File: config.mk
export PLATFORM = sky130hd
export DESIGN_NAME = prog_load_dump
export DESIGN_NICKNAME = d
export VERILOG_FILES = /design/src/rtl/prog_load_dump.sv
export SDC_FILE = /design/constraint.sdc
export NUM_CORES = 1
export LEC_CHECK = 0
export ABC_AREA = 1
export BUFFER_PORTS_ARGS = -buffer_cell sky130_fd_sc_hd__buf_2
export CAP_MARGIN = 20
export CELL_PAD_IN_SITES_DETAIL_PLACEMENT = 0
export CELL_PAD_IN_SITES_GLOBAL_PLACEMENT = 1
export CORE_MARGIN = 2
export CORE_UTILIZATION = 35
export DETAILED_ROUTE_END_ITERATION = 10
export GPL_TIMING_DRIVEN = 0
export PLACE_DENSITY_LB_ADDON = 0.25
export SLEW_MARGIN = 5
export SYNTH_ARGS = -nofsm -noshare
export SYNTH_HDL_FRONTEND = slang
export SYNTH_SLANG_ARGS = --single-unit
File: constraint.sdc
create_clock -name Clk -period 1.8 [get_ports Clk]
set_input_delay 0.18 -clock Clk [delete_from_list [all_inputs] [get_ports Clk]]
set_output_delay 0.18 -clock Clk [all_outputs]
set_load 0.01 [all_outputs]
File: src/rtl/prog_load_dump.sv
// Program loader/dumper: streams a program into core memory, lets the core run for a fixed
// number of clocks, then dumps the register file followed by the low memory words.
`timescale 1ns / 1ps
module prog_load_dump #(
  parameter int unsigned ADDR_W     = 12,
  parameter int unsigned DATA_W     = 32,
  parameter int unsigned LOAD_BYTES = 64,
  parameter int unsigned RUN_CYCLES = 100,
  parameter int unsigned NREG       = 16,
  parameter int unsigned DUMP_WORDS = 64
) (
  input  logic                    Clk,
  input  logic                    Reset_n,
  input  logic                    Start,
  input  logic [7:0]              In_data,
  input  logic                    In_valid,
  output logic                    In_ready,
  output logic                    Mem_we,
  output logic                    Mem_re,
  output logic [ADDR_W-1:0]       Mem_addr,
  output logic [7:0]              Mem_wdata,
  input  logic [DATA_W-1:0]       Mem_rdata,
  output logic                    Reg_re,
  output logic [$clog2(NREG)-1:0] Reg_addr,
  input  logic [DATA_W-1:0]       Reg_rdata,
  output logic                    Core_Reset,
  output logic                    Core_Halt,
  output logic [DATA_W-1:0]       Out_data,
  output logic                    Out_tag,
  output logic                    Out_valid,
  input  logic                    Out_ready,
  output logic                    Busy,
  output logic                    Done
);

  localparam int unsigned RegAw        = $clog2(NREG);
  localparam int unsigned BytesPerWord = DATA_W / 8;

  typedef enum logic [2:0] {StIdle, StLoad, StRun, StDreg, StDmem, StDone} state_e;

  state_e state_q, state_d;
  logic [31:0] cnt_q, cnt_d;

  logic              in_ready_q, in_ready_d;
  logic              mem_we_q, mem_we_d;
  logic              mem_re_q, mem_re_d;
  logic [ADDR_W-1:0] mem_addr_q, mem_addr_d;
  logic [7:0]        mem_wdata_q, mem_wdata_d;
  logic              reg_re_q, reg_re_d;
  logic [RegAw-1:0]  reg_addr_q, reg_addr_d;
  logic              core_reset_q, core_reset_d;
  logic              core_halt_q, core_halt_d;
  logic [DATA_W-1:0] out_data_q, out_data_d;
  logic              out_tag_q, out_tag_d;
  logic              out_valid_q, out_valid_d;
  logic              busy_q, busy_d;
  logic              done_q, done_d;
  logic              rvalid_q, rvalid_d;

  logic beat, hs, issue;

  assign beat  = (state_q == StLoad) && In_valid && in_ready_q;
  assign hs    = out_valid_q && Out_ready;
  // A new read goes out on DREG entry and after every accepted dump beat that is not the last.
  assign issue = ((state_d == StDreg) && ((state_q == StRun) || hs)) ||
                 ((state_d == StDmem) && hs);

  always_ff @(posedge Clk or negedge Reset_n) begin
    if (!Reset_n) begin
      state_q <= StIdle;
      cnt_q   <= '0;
    end else begin
      state_q <= state_d;
      cnt_q   <= cnt_d;
    end
  end

  always_comb begin
    state_d = state_q;
    cnt_d   = cnt_q;
    case (state_q)
      StIdle, StDone: begin
        if (Start) begin
          state_d = StLoad;
          cnt_d   = '0;
        end
      end
      StLoad: begin
        if (beat) begin
          if (cnt_q == LOAD_BYTES - 1) begin
            state_d = StRun;
            cnt_d   = '0;
          end else begin
            cnt_d = cnt_q + 32'd1;
          end
        end
      end
      StRun: begin
        if (cnt_q == RUN_CYCLES - 1) begin
          state_d = StDreg;
          cnt_d   = '0;
        end else begin
          cnt_d = cnt_q + 32'd1;
        end
      end
      StDreg: begin
        if (hs) begin
          if (cnt_q == NREG - 1) begin
            state_d = StDmem;
            cnt_d   = '0;
          end else begin
            cnt_d = cnt_q + 32'd1;
          end
        end
      end
      StDmem: begin
        if (hs) begin
          if (cnt_q == DUMP_WORDS - 1) begin
            state_d = StDone;
          end else begin
            cnt_d = cnt_q + 32'd1;
          end
        end
      end
      default: state_d = StIdle;
    endcase
  end

  always_comb begin
    in_ready_d   = (state_d == StLoad);
    // Core is held in reset whenever it is not running, so its reset is low only for RUN.
    core_reset_d = (state_d != StRun);
    core_halt_d  = (state_d == StDreg) || (state_d == StDmem) || (state_d == StDone);
    busy_d       = (state_d == StLoad) || (state_d == StRun) ||
                   (state_d == StDreg) || (state_d == StDmem);
    done_d       = (state_d == StDone);

    mem_we_d    = beat;
    mem_wdata_d = beat ? In_data : mem_wdata_q;
    mem_addr_d  = mem_addr_q;
    reg_addr_d  = reg_addr_q;
    mem_re_d    = 1'b0;
    reg_re_d    = 1'b0;
    if (beat) mem_addr_d = ADDR_W'(cnt_q);
    if (issue) begin
      if (state_d == StDreg) begin
        reg_re_d   = 1'b1;
        reg_addr_d = RegAw'(cnt_d);
      end else begin
        mem_re_d   = 1'b1;
        mem_addr_d = ADDR_W'(cnt_d * BytesPerWord);
      end
    end

    rvalid_d    = reg_re_q || mem_re_q;
    out_valid_d = out_valid_q;
    out_data_d  = out_data_q;
    out_tag_d   = out_tag_q;
    if (rvalid_q) begin
      out_valid_d = 1'b1;
      out_tag_d   = (state_q == StDmem);
      out_data_d  = (state_q == StDmem) ? Mem_rdata : Reg_rdata;
    end else if (hs) begin
      out_valid_d = 1'b0;
    end
  end

  always_ff @(posedge Clk or negedge Reset_n) begin
    if (!Reset_n) begin
      in_ready_q   <= 1'b0;
      mem_we_q     <= 1'b0;
      mem_re_q     <= 1'b0;
      mem_addr_q   <= '0;
      mem_wdata_q  <= '0;
      reg_re_q     <= 1'b0;
      reg_addr_q   <= '0;
      core_reset_q <= 1'b1;
      core_halt_q  <= 1'b0;
      out_data_q   <= '0;
      out_tag_q    <= 1'b0;
      out_valid_q  <= 1'b0;
      busy_q       <= 1'b0;
      done_q       <= 1'b0;
      rvalid_q     <= 1'b0;
    end else begin
      in_ready_q   <= in_ready_d;
      mem_we_q     <= mem_we_d;
      mem_re_q     <= mem_re_d;
      mem_addr_q   <= mem_addr_d;
      mem_wdata_q  <= mem_wdata_d;
      reg_re_q     <= reg_re_d;
      reg_addr_q   <= reg_addr_d;
      core_reset_q <= core_reset_d;
      core_halt_q  <= core_halt_d;
      out_data_q   <= out_data_d;
      out_tag_q    <= out_tag_d;
      out_valid_q  <= out_valid_d;
      busy_q       <= busy_d;
      done_q       <= done_d;
      rvalid_q     <= rvalid_d;
    end
  end

  assign In_ready   = in_ready_q;
  assign Mem_we     = mem_we_q;
  assign Mem_re     = mem_re_q;
  assign Mem_addr   = mem_addr_q;
  assign Mem_wdata  = mem_wdata_q;
  assign Reg_re     = reg_re_q;
  assign Reg_addr   = reg_addr_q;
  assign Core_Reset = core_reset_q;
  assign Core_Halt  = core_halt_q;
  assign Out_data   = out_data_q;
  assign Out_tag    = out_tag_q;
  assign Out_valid  = out_valid_q;
  assign Busy       = busy_q;
  assign Done       = done_q;

endmodule
# [Word level (Yosys, flattened, before mapping)]
# Cells that the tools add are included.
[totals] regBits=102 latch_bits=0 ram_bits=0 rom_bits=0 input_bits=77 output_inout_bits=66 word_cells=85 mem_count=0
[op_classes] add_sub_neg=1 mul=0 n_div=0 order_cmp=0 n_eq_ne=19 shifts=0 muxes=28 bitwise_logic=0 reduce_logical=19
[ops] operator="2-to-1 mux 32 bit" n=9
[ops] operator="case mux 32 bit (5 select lines)" n=1
[ops] operator="2-to-1 mux 12 bit" n=3
[ops] operator="adder 32 x 1 -> 32 bit (second input constant)" n=1
[ops] operator="== test 32 x 4 -> 1 bit (second input constant)" n=1
[ops] operator="== test 32 x 6 -> 1 bit (second input constant)" n=1
[ops] operator="== test 32 x 7 -> 1 bit (second input constant)" n=1
[ops] operator="2-to-1 mux 3 bit" n=8
[ops] operator="case mux 3 bit (5 select lines)" n=1
[ops] operator="== test 3 x 2 -> 1 bit (second input constant)" n=4
[ops] operator="== test 3 bit (second input constant)" n=4
[ops] operator="!= test 2 bit (second input constant)" n=5
[ops] operator="logical OR 1 bit" n=8
[ops] operator="== test 3 x 1 -> 1 bit (second input constant)" n=2
[ops] operator="2-to-1 mux 1 bit" n=6
[ops] operator="AND reduction 6 bit" n=1
[ops] operator="logical AND 1 bit" n=5
[ops] operator="nonzero test 5 bit" n=1
[ops] operator="zero test 3 bit" n=1
[ops] operator="!= test 3 x 2 -> 1 bit (second input constant)" n=1
[ops] operator="AND reduction 2 bit" n=1
[ops] operator="nonzero test 2 bit" n=1
[ops] operator="OR reduction 2 bit" n=1

# [Logic depth before layout (Yosys ltp)]
[logic_depth] ltp_word=9 ltp_mapped=15

# [Least setup slack after synthesis]
# Ideal clock, no wire load.
[synth_timing] kind="flip-flop to flip-flop" start="register cnt_q[0]" end="register reg_addr_q[0], in the netlist Reg_addr[0]" t_arrival_ps=1829 t_required_ps=1677 setup_slack_ps=-152 stages_incl_launch_ff=13 n_path_buf=0 synth_period_minus_slack_ps=1952 cell_sequence="dfrtp_1 -> ha_1 -> nand2_2 -> nor2_4 -> nand3_2 -> nor2_4 -> nand2_4 -> ha_1 -> o21ai_0 -> a31oi_1 -> o211ai_1 -> nand2_1 -> nand2_1"
[synth_between] elab_cells_between_ends=27
[synth_rtl] item="start: declaration" line_no="42" text="logic [31:0] cnt_q, cnt_d;"
[synth_rtl] item="start signal: assignment" line_no="74" text="cnt_q <= cnt_d;"
[synth_rtl] item="adder 32 x 1 -> 32 bit (tied with other cells)"
[synth_rtl] item="2-to-1 mux 32 bit (on tied branches)" line_no="118, 108, 90"
[synth_rtl] item="2-to-1 mux 32 bit (on tied branches)" line_no="117, 107, 89"
[synth_rtl] item="case mux 32 bit (5 select lines) *" line_no="81" text="case (state_q)"
[synth_rtl] item="via cnt_d[0]" line_no="42"
[synth_rtl] item="end signal: assignment" line_no="192" text="reg_addr_q <= reg_addr_d;"
[synth_rtl] item="end: declaration" line_no="50" text="logic [RegAw-1:0] reg_addr_q, reg_addr_d;"
# The timed path passes the listed nets; every way through them passes the cells marked *. The select of a mux whose other input is x is not followed.
# A chain may end at the register's enable or synchronous reset.

# [Final worst setup path]
[layout_timing] start="register cnt_q[1]" end="register mem_addr_q[2], in the netlist Mem_addr[2]"
[layout_between] elab_cells_between_ends=26
[layout_rtl] item="== test 32 x 6 -> 1 bit / == test 32 x 4 -> 1 bit (equally long branches)" line_no="90, 118, 108"
[layout_rtl] item="2-to-1 mux 32 bit (on tied branches)" line_no="118, 108, 90"
[layout_rtl] item="2-to-1 mux 32 bit (on tied branches)" line_no="117, 107, 89"
[layout_rtl] item="case mux 32 bit (5 select lines) *" line_no="81"
[layout_rtl] item="via cnt_d[0]" line_no="42"
[layout_rtl] item="2-to-1 mux 12 bit *" line_no="146" text="if (state_d == StDreg) begin"
[layout_rtl] item="2-to-1 mux 12 bit *" line_no="145" text="if (issue) begin"
[layout_rtl] item="via mem_addr_d[2]" line_no="47" text="logic [ADDR_W-1:0] mem_addr_q, mem_addr_d;"
[layout_rtl] item="end signal: assignment" line_no="189" text="mem_addr_q <= mem_addr_d;"
[layout_rtl] item="end: declaration" line_no="47"
# Marks and branches as above.

==> results.toml <==
[routing]
drc = 0
dr_wl_met2_um = 9220
vias_per_cell = 4.96
num_vias = 6248
routed_wirelength_um = 19800
route.top_layer_used = "met4"
postRouteAntennaNets = 0
drt_first_pass_iters = 5
wl_per_cell_um = 15.7
wl_met1_um = 9030
met3_length_um = 1280
drt_iter0_markers = 370

[yosys]
ys_warn_count = 0
synth-edff-count = 0
yosysUniqueCellTypes = 51
avgSynthCellArea_um2 = 7.51
synth-main-ff-cell = "dfrtp_1"
synth_seq_cells = 102
synthesis.area_um2 = 5910
yosys-top-cells-count = "220 x nand2_1, 109 x nor2_1, 101 x dfrtp_1"
yosysSeqAreaShare = 0.432
yosysTopAreaCell = "dfrtp_1"
synthCells = 787
synth.area.top_cells = "dfrtp_1 43%, nand2_1 14%, nor2_1 6.9%"
synthArstFlopShare = 1.00
synth_top_area_frac = 0.428
synth.most_common_cell = "nand2_1"
syn-num-nets = 866

[layout]
fill_cells = 1567
layout-drive-gt1-share = 0.429
area_growth_pct = 48.5
fin_nets = 1114
finalNonFillerCells = 1260
final_area_um2 = 8770
n_antenna_cell = 0

[sta]
hold_violations = 0
setup_tns_ns = -7.48
rsz0062_at_grt = "yes"
period_share = 1.14
maxSlewHeadroom = 0.660
fin_skew_ns = 0.00700
max_freq_mhz = 486
worst_slew_pin_slew_ns = 0.510
setup_ws_ns = -0.258
drv_slew = 0
fin_crit_ns = 2.06
setup_viol = 51

[worst_setup_path]
worstPathArrival_ns = 2.30
rr_startpoint = "cnt_q[1]$_DFF_PN0_"
required_ns = 2.05
r2r_slack_ns = -0.26
endpoint = "Mem_addr[2]$_DFF_PN0_"
crit_fanout = 5
critPathCaptureType = "flop"
startpoint = "cnt_q[1]$_DFF_PN0_"
reg2reg_depth = 12
crit_path_start_kind = "flop"
path_class = "reg -> reg"
reg2reg_to = "Mem_addr[2]$_DFF_PN0_"

[grt]
grt_pass1_wl_um = 30800
grt_usage = 0.217
grt_overflow = 0
grt_max_degree = 59
grt_pass1_vias = 5942
grt_antenna_before_repair = 0

[die]
core_area_um2 = 16500
die_w_um = 134
initial_core_util = 0.358
io_pins = 143
design.die.area_um2 = 17900
num_rows = 47
die_h_um = 134

[status]
status = "complete, but fails checks"
violations = "negative setup slack"

[placement]
placedCellCount = 1150
gp_congestion = 0.876
dp_hpwl_um = 13300
place_area_um2 = 6990
port_buffers = 142

[cts]
clkLatencyLatePin_ns = 0.35
cts_root_buf = "clkbuf_16"
numCtsBuffers = 9
path_clk_slew_ns = 0.07
ctsHtreeMaxLevel = 3
ctsLongestPathBuffers = 2
cts_tree = "yes"
clock-sinks = 102

[job]
drv_cap = 0

[hold_path]
min-delay-path-class = "in -> reg"

[power_and_ir_drop]
p_per_area_nw_per_um2 = 1020
p_leak_nw = 4.19
ir_worst_vdd_v = 0.000625
==> layer usage <==
| layer | track usage | up-vias |
|---|---|---|
| met5 | 0 | - |
| met2 | 0.351 | 243 |
| met4 | 0.0621 | 0 |
| li1 | - | 3061 |
| met1 | 0.296 | 2919 |
| met3 | 0.0416 | 25 |
==> repair_timing <==
action	in CTS	in global routing
cloned	4	0
hold buffers	1	0
hold endpoints to repair	44	0
pin swaps	33	49
endpoints found under the setup margin	94	93
buffers inserted	65	27
gates resized for setup	102	112
==> placed cells by master (no fill, tap or decap), types with 8 or more instances in the layout <==
master	Yosys	layout
o211ai_1	12	12
nand2_2	8	29
inv_1	58	50
nand2_4	5	21
nand2_1	220	181
buf_4	4	73
nor2_2	7	12
clkbuf_1	12	11
clkbuf_16	0	9
nor2_1	109	87
inv_2	10	11
o21ai_0	61	52
dfrtp_2	0	11
nand4_1	10	10
dfrtp_1	101	90
nor2_4	4	22
buf_2	5	142
nor3_1	14	9
a21oi_2	1	9
xor2_1	12	10
a21oi_1	50	42
nand3_1	25	17
nand3_2	3	8
buf_6	5	23
==> per-stage QoR <==
stage / utilization / total power (W) / setup WS (ns) / hold WS [ns]
after floorplan: - / 0.00510 / -0.0481 / -0.116
after global placement: 0.421 / 0.00627 / -0.728 / 0.381
after detailed placement: 0.423 / 0.00629 / -0.416 / 0.135
after CTS: 0.495 / 0.00868 / -0.261 / 0.00643
after global routing: 0.531 / 0.00955 / -0.352 / 0.0217
final: 0.531 / 0.00893 / -0.258 / 0.0174
==> how the worst min path moves through the flow <==
stage,start,end,slack [ns],depth (start not counted)
6_report,In_data[4],Mem_wdata[4]$_DFFE_PN0N_,0.02,3
5_1_grt,In_data[5],Mem_wdata[5]$_DFFE_PN0N_,0.02,3
4_1_cts,In_data[4],Mem_wdata[4]$_DFFE_PN0N_,0.006,3
3_5_place_dp,Reset_n,Out_data[22]$_DFFE_PN0P_,0.14,1
3_3_place_gp,In_data[1],Mem_wdata[1]$_DFFE_PN0N_,0.38,3
2_1_floorplan,Reset_n,Busy$_DFF_PN0_,-0.12,0
==> state kept, by name (all words and copies together), names as in the netlist <==
register,flops
Out_valid,1
Core_Reset,1
Reg_addr,4
In_ready,1
Out_tag,1
rvalid_q,1
Mem_addr,12
Reg_re,1
Mem_re,1
Done,1
Core_Halt,1
cnt_q,32
state_q,3
Busy,1
Mem_we,1
Out_data,32
Mem_wdata,8
==> where the power goes <==
part           leakage, nW  total [W]  switching, W  internal, W
sequential            1.27    0.00334      0.000383      0.00295
combinational         2.79    0.00371       0.00214      0.00156
clock                0.133    0.00189      0.000933     0.000954
==> critical path, cell delays in order (launching register included) <==
cell and delay [ns]:
dfrtp_1 0.40, ha_4 0.20, nand2_4 0.06, nor2_4 0.10, nand3_2 0.09, nor2_4 0.15
nand2_4 0.11, ha_4 0.27, o21ai_2 0.04, a31oi_1 0.13, o211ai_1 0.22, nand2_1 0.13
nand2_1 0.05
==> cells by family after synthesis <==
logic type | after synthesis | share of synthesized area
buf+inv | 100 | 0.0739
simple gates | 427 | 0.334
flops | 102 | 0.432
fa+ha+maj | 2 | 0.00423
xor+xnor | 12 | 0.0178
compound gates | 144 | 0.138
==> final cells by class <==
cell class              instances  area [um^2]  area share
well taps                     220          275      0.0314
flip-flops and latches        102         2570       0.293
clock inverters                 7         55.1     0.00627
multi-input cells             586         3530       0.403
clock buffers                   9          225      0.0257
inverters                      70          303      0.0345
repair buffers                237         1600       0.182
plain buffers                  29          216      0.0247
No activity file was read; power rests on OpenSTA's default activity.
